`src/rtl/ram_slot_arbiter.sv`:
```
// Slot arbiter for shared RAM: alternates video/CPU slots and fits PIC DMA into blank, boot and starved slots.
// Optional starvation-driven slot stealing is built when STARVE_STEAL_EN is defined.
module ram_slot_arbiter #(
    parameter int unsigned STARVE_LIMIT = 8
) (
    input  logic       master_clock,
    input  logic       reset,
    input  logic       boot,
    input  logic       blank,
    input  logic       cpu_valid,
    input  logic       cpu_rw,
    input  logic [3:0] cpu_bank,
    input  logic       dma_req,
    input  logic       dma_rw,
    input  logic [3:0] dma_bank,
    output logic       phi2,
    output logic [1:0] grant,
    output logic       rdy,
    output logic       dma_ack,
    output logic       ram_a_n,
    output logic       ram_b_n,
    output logic       via_n,
    output logic       rd_n,
    output logic       wr_n
);

    typedef enum logic [1:0] {
        OWN_IDLE  = 2'b00,
        OWN_VIDEO = 2'b01,
        OWN_CPU   = 2'b10,
        OWN_DMA   = 2'b11
    } owner_t;

    localparam logic [3:0] VIA_BANK = 4'b0001;

    logic   phase_r;
    owner_t owner_s;
    logic   dma_elig_s;
    logic   rdy_s;
    logic   ram_a_s;
    logic   ram_b_s;
    logic   via_s;
    logic   rd_s;
    logic   wr_s;

`ifdef STARVE_STEAL_EN
    localparam logic [3:0] LIMIT_C = 4'(STARVE_LIMIT);
    logic [3:0] starve_r;
    logic [3:0] starve_s;
    logic       steal_s;
`endif

    // Owner of the next slot; phase_r is the parity of the slot being decided.
    always_comb begin
        owner_s    = OWN_IDLE;
        dma_elig_s = dma_req & ~dma_ack;
`ifdef STARVE_STEAL_EN
        steal_s    = 1'b0;
`endif
        if (!phase_r) begin
            if (!blank) begin
                owner_s = OWN_VIDEO;
            end else if (dma_elig_s) begin
                owner_s = OWN_DMA;
            end else begin
                owner_s = OWN_IDLE;
            end
        end else if (boot) begin
            if (dma_elig_s) begin
                owner_s = OWN_DMA;
            end else begin
                owner_s = OWN_IDLE;
            end
        end else begin
`ifdef STARVE_STEAL_EN
            if ((starve_r >= LIMIT_C) && dma_elig_s) begin
                owner_s = OWN_DMA;
                steal_s = 1'b1;
            end else if (cpu_valid) begin
                owner_s = OWN_CPU;
            end else begin
                owner_s = OWN_IDLE;
            end
`else
            if (cpu_valid) begin
                owner_s = OWN_CPU;
            end else begin
                owner_s = OWN_IDLE;
            end
`endif
        end
    end

    // Chip-select and strobe decode for the chosen owner; DMA can never reach the VIA.
    always_comb begin
        ram_a_s = 1'b1;
        ram_b_s = 1'b1;
        via_s   = 1'b1;
        rd_s    = 1'b1;
        wr_s    = 1'b1;
        case (owner_s)
            OWN_VIDEO: begin
                ram_a_s = 1'b0;
                rd_s    = 1'b0;
            end
            OWN_CPU: begin
                if (cpu_bank == VIA_BANK) begin
                    via_s = 1'b0;
                end else if (cpu_bank[3]) begin
                    ram_b_s = 1'b0;
                end else begin
                    ram_a_s = 1'b0;
                end
                rd_s = ~cpu_rw;
                wr_s = cpu_rw;
            end
            OWN_DMA: begin
                if (dma_bank[3]) begin
                    ram_b_s = 1'b0;
                end else begin
                    ram_a_s = 1'b0;
                end
                rd_s = ~dma_rw;
                wr_s = dma_rw;
            end
            default: begin
                ram_a_s = 1'b1;
                ram_b_s = 1'b1;
                via_s   = 1'b1;
                rd_s    = 1'b1;
                wr_s    = 1'b1;
            end
        endcase
    end

`ifdef STARVE_STEAL_EN
    // Starvation count: only odd slots where an eligible request loses to the CPU advance it.
    always_comb begin
        starve_s = starve_r;
        rdy_s    = ~steal_s;
        if (!dma_req || (owner_s == OWN_DMA)) begin
            starve_s = 4'd0;
        end else if (phase_r && dma_elig_s && (starve_r != 4'hF)) begin
            starve_s = starve_r + 4'd1;
        end else begin
            starve_s = starve_r;
        end
    end
`else
    // Without stealing the CPU is never held off.
    always_comb begin
        rdy_s = 1'b1;
    end
`endif

    // Slot registers; every output comes straight from a flop.
    always_ff @(posedge master_clock) begin
        if (reset) begin
            phase_r <= 1'b0;
            phi2    <= 1'b0;
            grant   <= OWN_IDLE;
            rdy     <= 1'b1;
            dma_ack <= 1'b0;
            ram_a_n <= 1'b1;
            ram_b_n <= 1'b1;
            via_n   <= 1'b1;
            rd_n    <= 1'b1;
            wr_n    <= 1'b1;
`ifdef STARVE_STEAL_EN
            starve_r <= 4'd0;
`endif
        end else begin
            phase_r <= ~phase_r;
            phi2    <= phase_r;
            grant   <= owner_s;
            rdy     <= rdy_s;
            dma_ack <= (grant == OWN_DMA);
            ram_a_n <= ram_a_s;
            ram_b_n <= ram_b_s;
            via_n   <= via_s;
            rd_n    <= rd_s;
            wr_n    <= wr_s;
`ifdef STARVE_STEAL_EN
            starve_r <= starve_s;
`endif
        end
    end

endmodule
```
`config.mk`:
```
export PLATFORM = sky130hd
export DESIGN_NAME = ram_slot_arbiter
export DESIGN_NICKNAME = d
export VERILOG_FILES = /design/src/rtl/ram_slot_arbiter.sv
export SDC_FILE = /design/constraint.sdc
export NUM_CORES = 1
export LEC_CHECK = 0
export CAP_MARGIN = 20
export CELL_PAD_IN_SITES_DETAIL_PLACEMENT = 1
export CELL_PAD_IN_SITES_GLOBAL_PLACEMENT = 2
export CORE_ASPECT_RATIO = 1.75
export CORE_MARGIN = 4
export CORE_UTILIZATION = 15
export DETAILED_ROUTE_END_ITERATION = 16
export GPL_TIMING_DRIVEN = 0
export PLACE_DENSITY = 0.79
export SYNTH_ARGS = -nofsm -noshare
export SYNTH_HDL_FRONTEND = slang
export SYNTH_SLANG_ARGS = --single-unit
```
`constraint.sdc`:
```
create_clock -name master_clock -period 1.2 [get_ports master_clock]
set_input_delay 0.36 -clock master_clock [delete_from_list [all_inputs] [get_ports master_clock]]
set_output_delay 0.36 -clock master_clock [all_outputs]
set_load 0.02 [all_outputs]
```
==> run summary <==
Port buffer count: 20
Clock-pin slew on the worst setup and hold paths: 0.05 ns
Drt total wl: 1000 um
Pwr dens: 1370 nW/um^2
Netlist Area Pre-Place: 380 um^2
Worst Path Arrival: 1.32 ns
Smallest setup slack after layout: 0.00285 ns
Synth Flop Type: dfxtp_1
Setup_tns: 0 ns
Max Cap Viol: 0
Area grow syn2layout: 78.0%
Post-synth EDFFs: 0
Largest net degree at the start of global routing: 9
Syn Area/Cell: 9.75 um^2
Routed Antenna Nets: 0
First DRT Iteration DRCs: 0
Pre-CTS setup slack: -0.523 ns
Total grt overflow: 0
Net count after synthesis: 55
Peak fanout along the critical path: 3
Slew Limit Fails: 0
Core area: 2360 um^2
Final instance area: 677 um^2
Crit end category: register
DR pass1 iterations: 1
CTS tree: done
Cts bufs inserted: 3
CP Launch Type: register
Die area: 3440 um^2
Status: complete, no violations
Clk_skew: 0.00230 ns
Worst-Skew Late Latency: 0.23 ns
Worst path required time: 1.32 ns
Share of cells above drive strength 1: 0.400
Cell leakage power: 0.288 nW
Nets: 82
Detailed placement HPWL: 834 um
Placed Cells: 84
Final std cells w/o fill: 90
# rows: 23
Sequential share of the synthesized area: 0.526
Tcrit/Tclk final: 0.998
Hold WS: 0.414 ns
Setup violators final: 0
Mapped Cells: 39
Max Root-Sink Buffers: 2
Crit path time final: 1.20 ns
Clock tree sinks: 10
Final Hold Vio Count: 0
Remaining DRCs: 0
Global-route wire length before repair: 1500 um
Hold crit path type: register to register
Io pins: 26
Die width: 46.1 um
Routability congestion estimate: 0.663
Worst setup path class: register to register
Unrepaired setup endpoints after global routing: yes
Post-synthesis cell type count: 21
Initial antenna violation count: 0
Max rail drop VDD: 0.594 mV
Ant diodes: 0
Die Y: 74.6 um
Vias per std cell: 3.98
H-Tree Depth: 1
Number of global-route vias before repair: 363
Yosys reg bits: 10
Routed vias: 358
Fmax: 0.835 GHz
FFs w/ async S/R, synth: 0
GRT Util Overall: 0.0681
Syn. warnings: 0
Initial Utilization: 0.161
Per-cell routed wire length: 11.1 um
Filler cell count: 288
DP Area: 623 um^2
CTS root buf: clkbuf_8
==> cell usage in the layout, fill, tap and decap left out, drive strengths merged, types with 2 or more instances in the layout <==
cell type      netlist  layout
a21oi                2       2
buf                  1       5
nand2                5       5
dfxtp               10      10
clkbuf               1      10
dlygate4sd2          0       4
clkdlybuf4s50        0       7
clkdlybuf4s15        0       2
nor2                 6       6
mux2                 2       2
==> routing by layer <==
metal  wire length (um)  track usage
met1                364       0.0615
met2                468       0.0982
met4                 61       0.0949
met3                105       0.0215
met5                  0            0
==> final timing paths <==
kind,slack [ns],depth (start not counted),startpoint,to
worst max-delay path,0.003,4,dma_ack,rd_n
worst min-delay path,0.41,2,grant[1],dma_ack
worst min register to register,0.41,2,grant[1],dma_ack
worst max register to register,0.003,4,dma_ack,rd_n
==> flip-flops by register name (all words and copies together), names as in the netlist <==
name     flops
grant        2
dma_ack      1
phase_r      1
phi2         1
ram_a_n      1
ram_b_n      1
rd_n         1
via_n        1
wr_n         1
==> area by class of cell <==
class / count / area (um^2) / area share
Sequential cell: 10 / 208 / 0.307
Multi-Input combinational cell: 26 / 190 / 0.281
Timing Repair Buffer: 22 / 178 / 0.262
Inverter: 1 / 3.75 / 0.00555
Buffer: 2 / 11.3 / 0.0166
Clock buffer: 4 / 55.1 / 0.0813
Tap cell: 25 / 31.3 / 0.0462
==> timing repair <==
item,CTS,global route
resized for setup,29,10
endpoints found under the setup margin,15,11
hold buffers,0,0
pin swaps,4,3
buffers inserted,2,0
==> kinds of logic (layout without fill, tap and decap cells) <==
family                 after synthesis  count (layout)  share of synthesized area
AND/OR/NAND/NOR                     17              17                      0.220
flip-flops                          10              10                      0.526
AO/OA/AOI/OAI                        5               5                      0.109
multiplexers                         3               3                     0.0954
buffers and inverters                3              29                     0.0395
other                                1               1                    0.00986
==> cell usage after synthesis, drive strengths merged, types with 2 or more instances <==
library cell,count,area [um^2]
a21oi,2,10.0
mux2,2,26.3
nand2,5,21.3
nor2,6,22.5
dfxtp,10,200
==> metrics by stage <==
step	util	power [mW]
floorplan	-	0.444
global route	0.287	0.980
global placement	0.264	0.523
CTS	0.297	0.946
detailed placement	0.264	0.527
finish	0.287	0.929
==> worst max-delay path: stages (launching register included) <==
cell and delay (ns):
dfxtp_4 0.33, and2b_2 0.26, nand2_2 0.08, a21bo_1 0.17
a211o_1 0.24
==> where the power goes <==
group	leakage, nW	internal [mW]	switching [mW]
Sequential	0.0839	0.350	0.00781
Clock	0.0288	0.288	0.128
Combinational	0.175	0.0814	0.0744
Total	0.288	0.719	0.210
Note: power is estimated with default switching activity, not from simulation.
==> edit (same flow settings) <==
Reset style: asynchronous (`reset`), changed in one clocked block.
--- a/src/rtl/ram_slot_arbiter.sv
+++ b/src/rtl/ram_slot_arbiter.sv
@@ -155,5 +155,5 @@
 
     // Slot registers; every output comes straight from a flop.
-    always_ff @(posedge master_clock) begin
+    always_ff @(posedge master_clock or posedge reset) begin
         if (reset) begin
             phase_r <= 1'b0;
Formal check against the unedited RTL: differs if reset is asserted again (counterexample within 4 cycles, from zero or initial values and one cycle with reset high); with reset held inactive, the same outputs for 10 cycles.
==> edit against the unedited design <==
  * The flow now finishes with violations (negative setup slack)
  * Global-route usage down 0.52 points
  * Worst setup slack worse by 0.030 ns
  * Wire length up 17%
  * Final area up 17%
  * Die area up 16%
  * Fmax down 2.5%
  * Synthesized cell count up 10%
  * Sequential power up 3%
  * Total power down 4.6%
  * Clock skew down 0.0010 ns
  * Synthesized area up 18%
  * Sequential cell count unchanged
  * Clock power down 13%
  * Cell count up 8.9%
==> edit: results (changes against the unedited design) <==
.. list-table::
   :header-rows: 1

   * - Metric
     - Value
   * - Cells after DPL
     - 92 (+9.5%)
   * - Number of port buffers
     - 21 (+5.0%)
   * - Crit. Startpoint
     - wr_n
   * - Violations in the final reports
     - negative setup slack
   * - Setup slack after layout
     - -0.0272 ns (-0.0301 ns)
   * - Global-route wire length before repair
     - 1.84 mm (+22%)
   * - Initial DRC count
     - 4 (+4)
   * - Synthesized netlist net count
     - 59 (+7.3%)
   * - Final-report setup violation count
     - 5 (+5)
   * - Fin Clk Skew
     - 0.00127 ns (-0.00102 ns)
   * - Setup Crit Path Kind
     - flop to primary output
   * - N_diodes
     - 0 (unchanged)
   * - Layout fillers
     - 330 (+15%)
   * - Via count of the first global-routing pass
     - 455 (+25%)
   * - Most common library cells after synthesis
     - dfrtp_1 (5), dfstp_2 (5), a21oi_1 (4)
   * - Main area contributors after synthesis
     - dfstp_2 (29%), dfrtp_1 (28%), a21oi_1 (4.4%)
   * - Number of nets at the end of the flow
     - 87 (+6.1%)
   * - Max Fanout on Critical Path
     - 1 (-2)
   * - Share of synthesized area occupied by flip-flops and latches
     - 56.9% (+4.3 points)
   * - Area after detailed placement
     - 696 µm² (+12%)
   * - Layout cell share with drive strength beyond 1
     - 45.7% (+5.7 points)
   * - Biggest register
     - grant
   * - Status
     - finished with violations
   * - Global-route total usage across every layer
     - 6.29% (-0.52 points)
   * - Slowest CP cell
     - dfstp_2
   * - Maximum vdd ir drop
     - 0.000287 V (-52%)
   * - Overall routed net length
     - 1.17 mm (+17%)
   * - Arrival time worst endpoint
     - 0.87 ns (-0.45 ns)
   * - Syn Inst Count
     - 43 (+10%)
   * - Routability congestion estimate
     - 0.679 (+2.4%)
   * - Number of search-and-repair iterations in the first detailed-routing pass
     - 2 (+1)
   * - Standby leakage power
     - 0.000358 µW (+25%)
   * - Post-synth cell types
     - 22 (+4.8%)
   * - R2R Path End
     - ram_b_n
   * - Post-synthesis async set-or-reset flop share
     - 100% (+100 points)
   * - HPWL after detailed placement
     - 949 µm (+14%)
   * - Maximum number of pins on one net before global-route repair
     - 11 (+2)
   * - Later-pin clock latency in the skew report
     - 0.24 ns
   * - R2r startpoint
     - dma_ack
   * - Area of the multi-input gates
     - 219 µm² (+15%)
   * - Setup TNS
     - -0.122 ns (-0.122 ns)
   * - Power Internal
     - 676 µW (-6.0%)
   * - Worst path max stage delay
     - 0.52 ns (+0.19 ns)
   * - HP Class
     - primary input to asynchronous set/reset pin
   * - Reg2reg setup slack
     - 0.07 ns (+0.07 ns)
   * - Critical path endpoint
     - wr_n
   * - Detail-routed via count per cell
     - 4.40 (+11%)
   * - Layout Cells excl Fill
     - 98 (+8.9%)
   * - Critical path's top delay family
     - flip-flops
## edit: routing by layer
layer | up-vias | track usage, % | part of all wire (%) | routed length, µm
met3 | 4 | 2.23 | 7.9 | 92
met1 | 209 | 5.55 | 34 | 401
li1 | 199 | - | - | -
met5 | - | 0 | 0 | 0
met2 | 19 | 11.3 | 55 | 643
met4 | 0 | 4.99 | 2.4 | 28
## edit: power groups by stage
stage               combinational [µW]  clock, µW  sequential, µW
floorplan                         46.4          0             387
global placement                   146          0             369
detailed placement                 149          0             369
CTS                                155        375             367
global route                       174        381             369
finish                             160        359             367
## edit: worst min path at each step
| stage | start | end | cells past startpoint | slack (ns) |
|---|---|---|---|---|
| CTS | reset | grant[1] | 2 | 0.42 |
| floorplan | reset | dma_ack | 1 | 0.20 |
| finish | reset | grant[1] | 2 | 0.40 |
| global route | reset | grant[1] | 2 | 0.46 |
| global placement | grant[1] | dma_ack | 1 | 0.47 |
| detailed placement | grant[1] | dma_ack | 1 | 0.49 |
## edit: final cells by class
type                    count  share of cell area [%]
plain buffers               1                   0.951
clock buffers               4                    5.71
inverters                   3                    1.43
multi-input cells          29                    27.7
flip-flops and latches     10                    32.8
well taps                  28                    4.44
repair buffers             23                    26.9
## edit: cells by family after synthesis
group                  synth area share, %
buffers and inverters                 4.17
AOI/OAI and AO/OA                     19.7
and+or+nand+nor                       18.3
DFF                                   56.9
other                                0.833
## edit: repair_timing
action / 4_1_cts / 5_1_grt
buffers inserted: 2 / 0
pin swaps: 3 / 0
setup endpoints to repair: 15 / 9
resized for setup: 56 / 7
gates cloned: 0 / 0
## edit: stage by stage
stage / hold WS [ns] / setup slack (ns)
floorplan: 0.197 / 0.00211
global placement: 0.468 / -0.455
detailed placement: 0.490 / -0.475
CTS: 0.419 / -0.0413
global route: 0.463 / -0.0463
finish: 0.401 / -0.0272
